## src/rtl/rf_wb_arbiter.sv

```systemverilog
`default_nettype none
// ============================================================================
// rf_wb_arbiter : round-robin arbiter for the shared register-file write port
// Revision      : 1.0
// ============================================================================

module decoder_5to32 (
   input  logic [4:0]  sel_i,
   input  logic        en_i,
   output logic [31:0] dec_o
);

   always_comb begin
      dec_o = '0;
      if (en_i) begin
         dec_o[sel_i] = 1'b1;
      end
   end

endmodule

module rf_wb_arbiter #(
   parameter int NUM_REQ = 3,
   parameter int XLEN    = 32
) (
   input  logic                    clk_i,
   input  logic                    rst_ni,
   input  logic [NUM_REQ-1:0]      req_valid_i,
   input  logic [NUM_REQ*5-1:0]    req_rd_i,
   input  logic [NUM_REQ*XLEN-1:0] req_data_i,
   output logic [NUM_REQ-1:0]      req_ready_o,
   input  logic                    stall_i,
   output logic                    wr_valid_o,
   output logic [4:0]              wr_addr_o,
   output logic [XLEN-1:0]         wr_data_o,
   output logic [31:0]             wr_en_o,
   output logic [2:0]              grant_idx_o
);

   localparam int         MAX_REQ  = 8;
   localparam logic [3:0] NUM_REQ4 = 4'(NUM_REQ);
   localparam logic [2:0] LAST_REQ = 3'(NUM_REQ - 1);

   // Requester views padded to eight entries so a 3-bit index is always legal
   logic [MAX_REQ-1:0] valid_ext;
   logic [4:0]         rd_arr   [MAX_REQ];
   logic [XLEN-1:0]    data_arr [MAX_REQ];

   generate
      for (genvar k = 0; k < MAX_REQ; k++) begin : g_req
         if (k < NUM_REQ) begin : g_live
            assign valid_ext[k] = req_valid_i[k];
            assign rd_arr[k]    = req_rd_i[5*k +: 5];
            assign data_arr[k]  = req_data_i[XLEN*k +: XLEN];
         end else begin : g_pad
            assign valid_ext[k] = 1'b0;
            assign rd_arr[k]    = 5'd0;
            assign data_arr[k]  = '0;
         end
      end
   endgenerate

   logic [2:0]      ptr_q, ptr_d;
   logic            wr_valid_q, wr_valid_d;
   logic [4:0]      wr_addr_q, wr_addr_d;
   logic [XLEN-1:0] wr_data_q, wr_data_d;
   logic [31:0]     wr_en_q, wr_en_d;
   logic [2:0]      grant_idx_q, grant_idx_d;

   logic            gnt_any;
   logic [2:0]      gnt_idx;
   logic [3:0]      cand;
   logic [4:0]      win_rd;
   logic [XLEN-1:0] win_data;
   logic [31:0]     win_dec;

   // Search from the pointer upward, wrapping modulo NUM_REQ
   always_comb begin
      gnt_any = 1'b0;
      gnt_idx = 3'd0;
      cand    = 4'd0;
      for (int i = 0; i < NUM_REQ; i++) begin
         cand = {1'b0, ptr_q} + 4'(i);
         if (cand >= NUM_REQ4) begin
            cand = cand - NUM_REQ4;
         end
         if (!gnt_any && valid_ext[cand[2:0]]) begin
            gnt_any = 1'b1;
            gnt_idx = cand[2:0];
         end
      end
      if (stall_i || !rst_ni) begin
         gnt_any = 1'b0;
         gnt_idx = 3'd0;
      end
   end

   generate
      for (genvar k = 0; k < NUM_REQ; k++) begin : g_ready
         assign req_ready_o[k] = gnt_any && (gnt_idx == 3'(k));
      end
   endgenerate

   assign win_rd   = rd_arr[gnt_idx];
   assign win_data = data_arr[gnt_idx];

   decoder_5to32 u_dec (
      .sel_i (win_rd),
      .en_i  (1'b1),
      .dec_o (win_dec)
   );

   always_comb begin
      ptr_d       = ptr_q;
      wr_valid_d  = 1'b0;
      wr_en_d     = '0;
      wr_addr_d   = wr_addr_q;
      wr_data_d   = wr_data_q;
      grant_idx_d = grant_idx_q;
      if (gnt_any) begin
         ptr_d       = (gnt_idx == LAST_REQ) ? 3'd0 : gnt_idx + 3'd1;
         // x0 grants are consumed but never reach the register file
         wr_valid_d  = (win_rd != 5'd0);
         wr_en_d     = win_dec & ~32'h1;
         wr_addr_d   = win_rd;
         wr_data_d   = win_data;
         grant_idx_d = gnt_idx;
      end
   end

   always_ff @(posedge clk_i) begin
      if (!rst_ni) begin
         ptr_q       <= 3'd0;
         wr_valid_q  <= 1'b0;
         wr_addr_q   <= 5'd0;
         wr_data_q   <= '0;
         wr_en_q     <= '0;
         grant_idx_q <= 3'd0;
      end else begin
         ptr_q       <= ptr_d;
         wr_valid_q  <= wr_valid_d;
         wr_addr_q   <= wr_addr_d;
         wr_data_q   <= wr_data_d;
         wr_en_q     <= wr_en_d;
         grant_idx_q <= grant_idx_d;
      end
   end

   assign wr_valid_o  = wr_valid_q;
   assign wr_addr_o   = wr_addr_q;
   assign wr_data_o   = wr_data_q;
   assign wr_en_o     = wr_en_q;
   assign grant_idx_o = grant_idx_q;

endmodule

`default_nettype wire

```

## config.mk

```make
export PLATFORM = sky130hd
export DESIGN_NAME = rf_wb_arbiter
export DESIGN_NICKNAME = d
export VERILOG_FILES = /design/src/rtl/rf_wb_arbiter.sv
export SDC_FILE = /design/constraint.sdc
export NUM_CORES = 1
export LEC_CHECK = 0
export BUFFER_PORTS_ARGS = -buffer_cell sky130_fd_sc_hd__buf_2
export CAP_MARGIN = 20
export CELL_PAD_IN_SITES_DETAIL_PLACEMENT = 0
export CELL_PAD_IN_SITES_GLOBAL_PLACEMENT = 2
export CORE_MARGIN = 8
export CORE_UTILIZATION = 22
export CTS_BUF_LIST = sky130_fd_sc_hd__clkbuf_8 sky130_fd_sc_hd__clkbuf_16
export DETAILED_ROUTE_END_ITERATION = 7
export GPL_TIMING_DRIVEN = 0
export PLACE_DENSITY = 0.87
export SYNTH_ARGS = -nofsm -noshare
export SYNTH_HDL_FRONTEND = slang
export SYNTH_SLANG_ARGS = --single-unit
```

## constraint.sdc

```tcl
create_clock -name clk_i -period 3.5 [get_ports clk_i]
set_input_delay 0.35 -clock clk_i [delete_from_list [all_inputs] [get_ports clk_i]]
set_output_delay 0.35 -clock clk_i [all_outputs]
set_load 0.01 [all_outputs]
```

# Word-level counts from Yosys, hierarchy flattened
# Index checks and enable logic that the tools add are counted.
[classes]
n_bitwise = 1
order_cmp = 9
n_div = 0
n_shift = 0
n_eq_ne = 2
multipliers = 0
mux = 26
n_reduce_logical = 13
add_sub_neg = 6
[ops]
columns = ["op", "count"]
rows = [
  ["32-bit binary-select mux with 3-bit select", 1],
  ["32-bit 2-to-1 mux", 2],
  ["3-bit 2-to-1 mux", 8],
  ["5-bit binary-select mux with 3-bit select", 1],
  ["3-bit by 4-bit less-than comparator with 1-bit output, second input constant", 3],
  ["5-bit 2-to-1 mux", 2],
  ["1-bit binary-select mux with 3-bit select", 3],
  ["3-bit by 2-bit subtractor with 3-bit output, second input constant", 3],
  ["4-bit by 2-bit >= comparator with 1-bit output, second input constant", 2],
  ["1-bit 2-to-1 mux", 8],
  ["1-bit logical AND", 6],
  ["5-bit by 6-bit less-than comparator with 1-bit output, second input constant", 1],
  ["1-bit demux with 5-bit select", 1],
  ["5-bit by 1-bit >= comparator with 1-bit output, second input constant", 1],
  ["5-bit nonzero test", 1],
  ["3-bit by 1-bit adder with 4-bit output, second input constant", 1],
  ["3-bit by 2-bit adder with 4-bit output, second input constant", 1],
  ["4-bit >= comparator, second input constant", 1],
  ["3-bit NOT with 4-bit output", 1],
  ["3-bit by 1-bit adder with 3-bit output, second input constant", 1],
  ["3-bit by 1-bit equality test with 1-bit output, second input constant", 1],
  ["3-bit by 2-bit equality test with 1-bit output, second input constant", 1],
  ["3-bit by 2-bit >= comparator with 1-bit output, second input constant", 1],
  ["1-bit logical NOT", 3],
  ["3 further kinds", 3],
]
[word_totals]
word_cells = 64
in_bits = 117
mem_count = 0
output_inout_bits = 76
latchBits = 0
register_bits = 76
mem_bits_ro = 0
mem_bits_rw = 0

# Depth between registers and ports, before layout
[depth]
ltp_word = 20
depth_mapped = 15
depth_no_buf = 11

# Hierarchy
# Synthesis repeated with hierarchy kept, for this count alone.
[unflattened]
hier_cells = 410
hier_area_um2 = 3696.0
[by_module_without_submodules]
columns = ["mod", "area_each_um2", "instances", "cells_each", "seq_area_each_um2"]
rows = [
  ["rf_wb_arbiter", 3465.8, 1, 363, 1501.4],
  ["decoder_5to32", 230.2, 1, 47, 0.0],
]

# Worst setup path after synthesis
# No wires, ideal clock.
[synth_path]
path_type = "register to register"
from = "reg ptr_q[0]"
to = "reg wr_en_q[5], in the netlist wr_en_o[5]"
setup_time_ns = 0.088
required_time_ns = 3.412
slack_ns = 0.261
t_arrival_ns = 3.151
n_path_buf = 4
synth_period_minus_slack_ns = 3.239
stages_incl_launch_ff = 16
path_cell_list = "dfxtp_1 -> buf_6 -> inv_4 -> ha_1 -> buf_4 -> nand2b_1 -> mux2i_1 -> o31ai_4 -> and4_4 -> a41oi_4 -> inv_4 -> a32o_1 -> or3_1 -> buf_6 -> buf_6 -> nor4_2"
[synth_between]
elab_chain_cells = 20
word_cells_on_any_way = 39
classes_between = "add/sub: 5; order compare: 5; mux: 22; bitwise: 1; reduce/logical: 6"
[synth_lines]
columns = ["element", "line_no", "rtl"]
rows = [
  ["start, declared", "63", "logic [2:0] ptr_q, ptr_d;"],
  ["start signal, assigned", "140", "ptr_q <= ptr_d;"],
  ["parallel branches: the longest is 20 deep, another holds 3-bit by 1-bit adder with 4-bit output", "--", ""],
  ["end signal, assigned", "144", "wr_en_q <= wr_en_d;"],
  ["end, declared", "67", "logic [31:0] wr_en_q, wr_en_d;"],
]
# Parallel ways; which one is timed is not known. The select of a mux whose other input is x is not followed.
# A chain may end at the register's enable or synchronous reset.

# Worst setup path after layout
[layout_path]
from = "reg ptr_q[0]"
to = "reg wr_en_q[9], in the netlist wr_en_o[9]"
# The elaborated chain is that of the path after synthesis.

==> out/results.tsv <==
stage	metric	value	unit
run_status	outcome	finished clean	
power	p_clk_share	37.0	%
clock_tree	insertion_delay	340	ps
place	place_inst	780	
timing	timing_hold_violations_final	0	
synth	synthesis.nets	497	
power	p_total	2.73	mW
run	drv_cap	0	
final_layout	nNetsFinal	713	
critical_path	path_class	flop to flop	
final_layout	fin_cells	812	
power	p_leak	2.41	nW
synth	ys.warnings.count	0	
clock_tree	holdBufCountCts	0	
hold_path	min_path_type	input port to flop	
critical_path	max_stage_delay	380	ps
routing	drt_iter0_drc	200	
final_layout	fin_area	5410	sq um
critical_path	worstPathRequired	3750	ps
place	place.port_buffers	191	
global_route	grt_max_degree	14	
floorplan	start_util	22.3	%
critical_path	crit_buf_inv	6	
clock_tree	clock_path_buffers	2	
critical_path	worst-path-max-fanout	10	
global_route	grt_pass1_vias	4160	
timing	maxClockFrequency	295	MHz
power	power_frac_seq	35.1	%
synth	synth.cell_area	3500	sq um
synth	synth-main-ff-cell	dfxtp_1	
clock_tree	h-tree-depth	3	
timing	setup_viol	0	
routing	wire_per_inst	18.4	um
synth	synth-edff-count	0	
critical_path	path_common_cell	buf_6	
floorplan	die_width	142	um
floorplan	die-area	20200	sq um
synth	synth-seq-area-share	42.9	%
timing	finalCritPeriodShare	96.8	%
routing	vias	3923	
place	hpwl	11.8	mm
power	ir_drop	194	uV
synth	ys_types	61	
final_layout	mostFrequentLayoutCell	buf_2	
final_layout	drive_gt1_share	48.0	%
timing	fin_worst_skew	6.70	ps
timing	rsz0062_at_grt	true	
clock_tree	cts_tree	built	
final_layout	register_area	1510	sq um
routing	finalWirelength	14.9	mm
floorplan	row_count	46	
global_route	grtUsageTotal	14.5	%
synth	syn_inst	373	
routing	drc	0	
clock_tree	root_buffer	clkbuf_16	
clock_tree	cts_buffers	9	
place	place_area	4730	sq um
final_layout	multi_input_area	2010	sq um
critical_path	slowest_stage	dfxtp_4	
synth	syn_avg_cell_area	9.39	sq um
clock_tree	path_clk_slew	60	ps
timing	slew_viol_final	0	
routing	firstDrtPassIters	5	
power	intPower	1.87	mW
timing	period_needed	3390	ps
critical_path	critPathCaptureType	flop	
power	comb_power_share	27.9	%
power	powerDensity	506	nW/um^2
synth	synth_seq_cells	75	
floorplan	core	15700	sq um
place	place.gp.congestion	0.933	
power	switching_share	31.6	%
floorplan	die_h	142	um
timing	tightestPinTransition	940	ps
final_layout	final_cell_mix	196 x buf_2, 72 x dfxtp_1, 26 x nand2_1	
global_route	grt_pass1_wl	22.7	mm
power	p_switching	865	uW
routing	routed_via_density	4.83	
timing	slew_headroom	37.4	%
final_layout	synthToLayoutAreaGrowth	54.4	%
critical_path	cp_cell_sequence	buf_8, inv_4, ha_4, buf_6, mux2i_2, o22ai_2, o2bb2ai_4, a211oi_4, a31oi_4, buf_4, a32o_1, or3_1, buf_6, buf_6, nor4_2	
global_route	antenna_found_initial	6	
floorplan	io_pins	193	
critical_path	worst_ep_arrival_time	3640	ps
critical_path	cp_top_family	compound AO/OA/AOI/OAI gates	
global_route	grt-ovfl-total	0	
routing	postRouteAntennaNets	0	
synth	synthArstFlopShare	0	%
final_layout	nFillCells	1682	
critical_path	start_kind	flop	
clock_tree	cts.sinks	75	
cells in the mapped netlist (4+ instances only):
master | number | area share [%]
a222oi_1 | 17 | 4.9
buf_2 | 4 | 0.57
dfxtp_1 | 75 | 43
nor2_1 | 11 | 1.2
nand3_1 | 19 | 2.7
a32o_1 | 4 | 1.1
nor4_1 | 26 | 4.6
ha_1 | 7 | 2.5
o21ai_0 | 21 | 3.0
nand2_1 | 27 | 2.9
and2_1 | 15 | 2.7
mux2i_1 | 4 | 1.1
o211a_1 | 4 | 1.1
a21oi_1 | 27 | 3.9
inv_1 | 5 | 0.54
nor4_2 | 5 | 1.8
a221oi_1 | 14 | 3.5
clkbuf_1 | 21 | 2.3
nand2b_1 | 4 | 0.71
final cells by class:
| class | count | area share, % |
|---|---|---|
| antenna | 2 | 0.0926 |
| buffer | 30 | 3.45 |
| clock buffer | 9 | 4.17 |
| clock inverter | 7 | 1.69 |
| inverter | 7 | 0.625 |
| multi-input combinational | 260 | 37.3 |
| sequential | 75 | 28.0 |
| tap | 216 | 5.00 |
| timing repair buffer | 206 | 19.7 |
cells by family after synthesis:
kind of cell / count (synthesis) / share of synthesized area [%]
AO/OA/AOI/OAI: 121 / 26.8
XOR/XNOR: 4 / 1.22
adder cells (fa/ha/maj): 7 / 2.50
buffers and inverters: 38 / 5.22
flip-flops: 75 / 42.9
multiplexers: 5 / 1.47
other: 1 / 0.107
AND/OR/NAND/NOR: 122 / 19.8
per-stage QoR:
stage	utilization, %	setup TNS [ps]	hold WS, ps	setup slack (ps)
after floorplan	-	0	478	261
after global placement	30.1	-13540	446	-520
after detailed placement	30.1	-20110	452	-625
after CTS	33.5	0	227	10.5
after global routing	34.4	-43.0	233	-20.0
final	34.4	0	242	113
flip-flops by register name (all words and copies together) (netlist names):
signal       cells
ptr_q            3
wr_valid_o       1
wr_data_o       32
wr_addr_o        5
wr_en_o         31
grant_idx_o      3
worst reg2reg max path, cell delays in order (launching register included):
cell       delay [ps]
dfxtp_4           380
buf_8             130
inv_4              60
ha_4              280
buf_6             120
mux2i_2           220
o22ai_2           110
o2bb2ai_4         160
a211oi_4          340
a31oi_4           180
buf_4             170
a32o_1            280
or3_1             360
buf_6             150
buf_6             150
nor4_2            210
layer usage:
metal	GRT usage (%)	part of all wire, %	vias to the layer above
met1	16.8	42	1822
li1	-	-	1875
met3	6.57	11	25
met5	0	0.31	-
met2	23.7	45	193
met4	4.30	1.6	8
power by group through the flow:
| stage | registers (mW) | clock network, mW | logic (mW) |
|---|---|---|---|
| 6_report | 0.960 | 1.01 | 0.763 |
| 2_1_floorplan | 1.01 | 0 | 0.373 |
| 5_1_grt | 0.969 | 1.08 | 0.831 |
| 3_3_place_gp | 0.975 | 0 | 0.652 |
| 3_5_place_dp | 0.978 | 0 | 0.664 |
| 4_1_cts | 0.961 | 1.05 | 0.734 |
worst paths after layout:
path / end / startpoint / slack, ps / cells past startpoint
min reg2reg: wr_addr_o[4] / wr_addr_o[4] / 460 / 2
max reg2reg: wr_en_o[9] / ptr_q[0] / 110 / 15
max: wr_en_o[9] / ptr_q[0] / 110 / 15
min: wr_data_o[24] / req_data_i[88] / 240 / 2
repair_timing:
action                     4_1_cts  5_1_grt
setup buffers                    9        5
gates resized for setup         35       22
setup endpoints to repair       74       48
gates cloned                     1        0
pin swaps                        5        6
(Power assumes the default switching activity.)
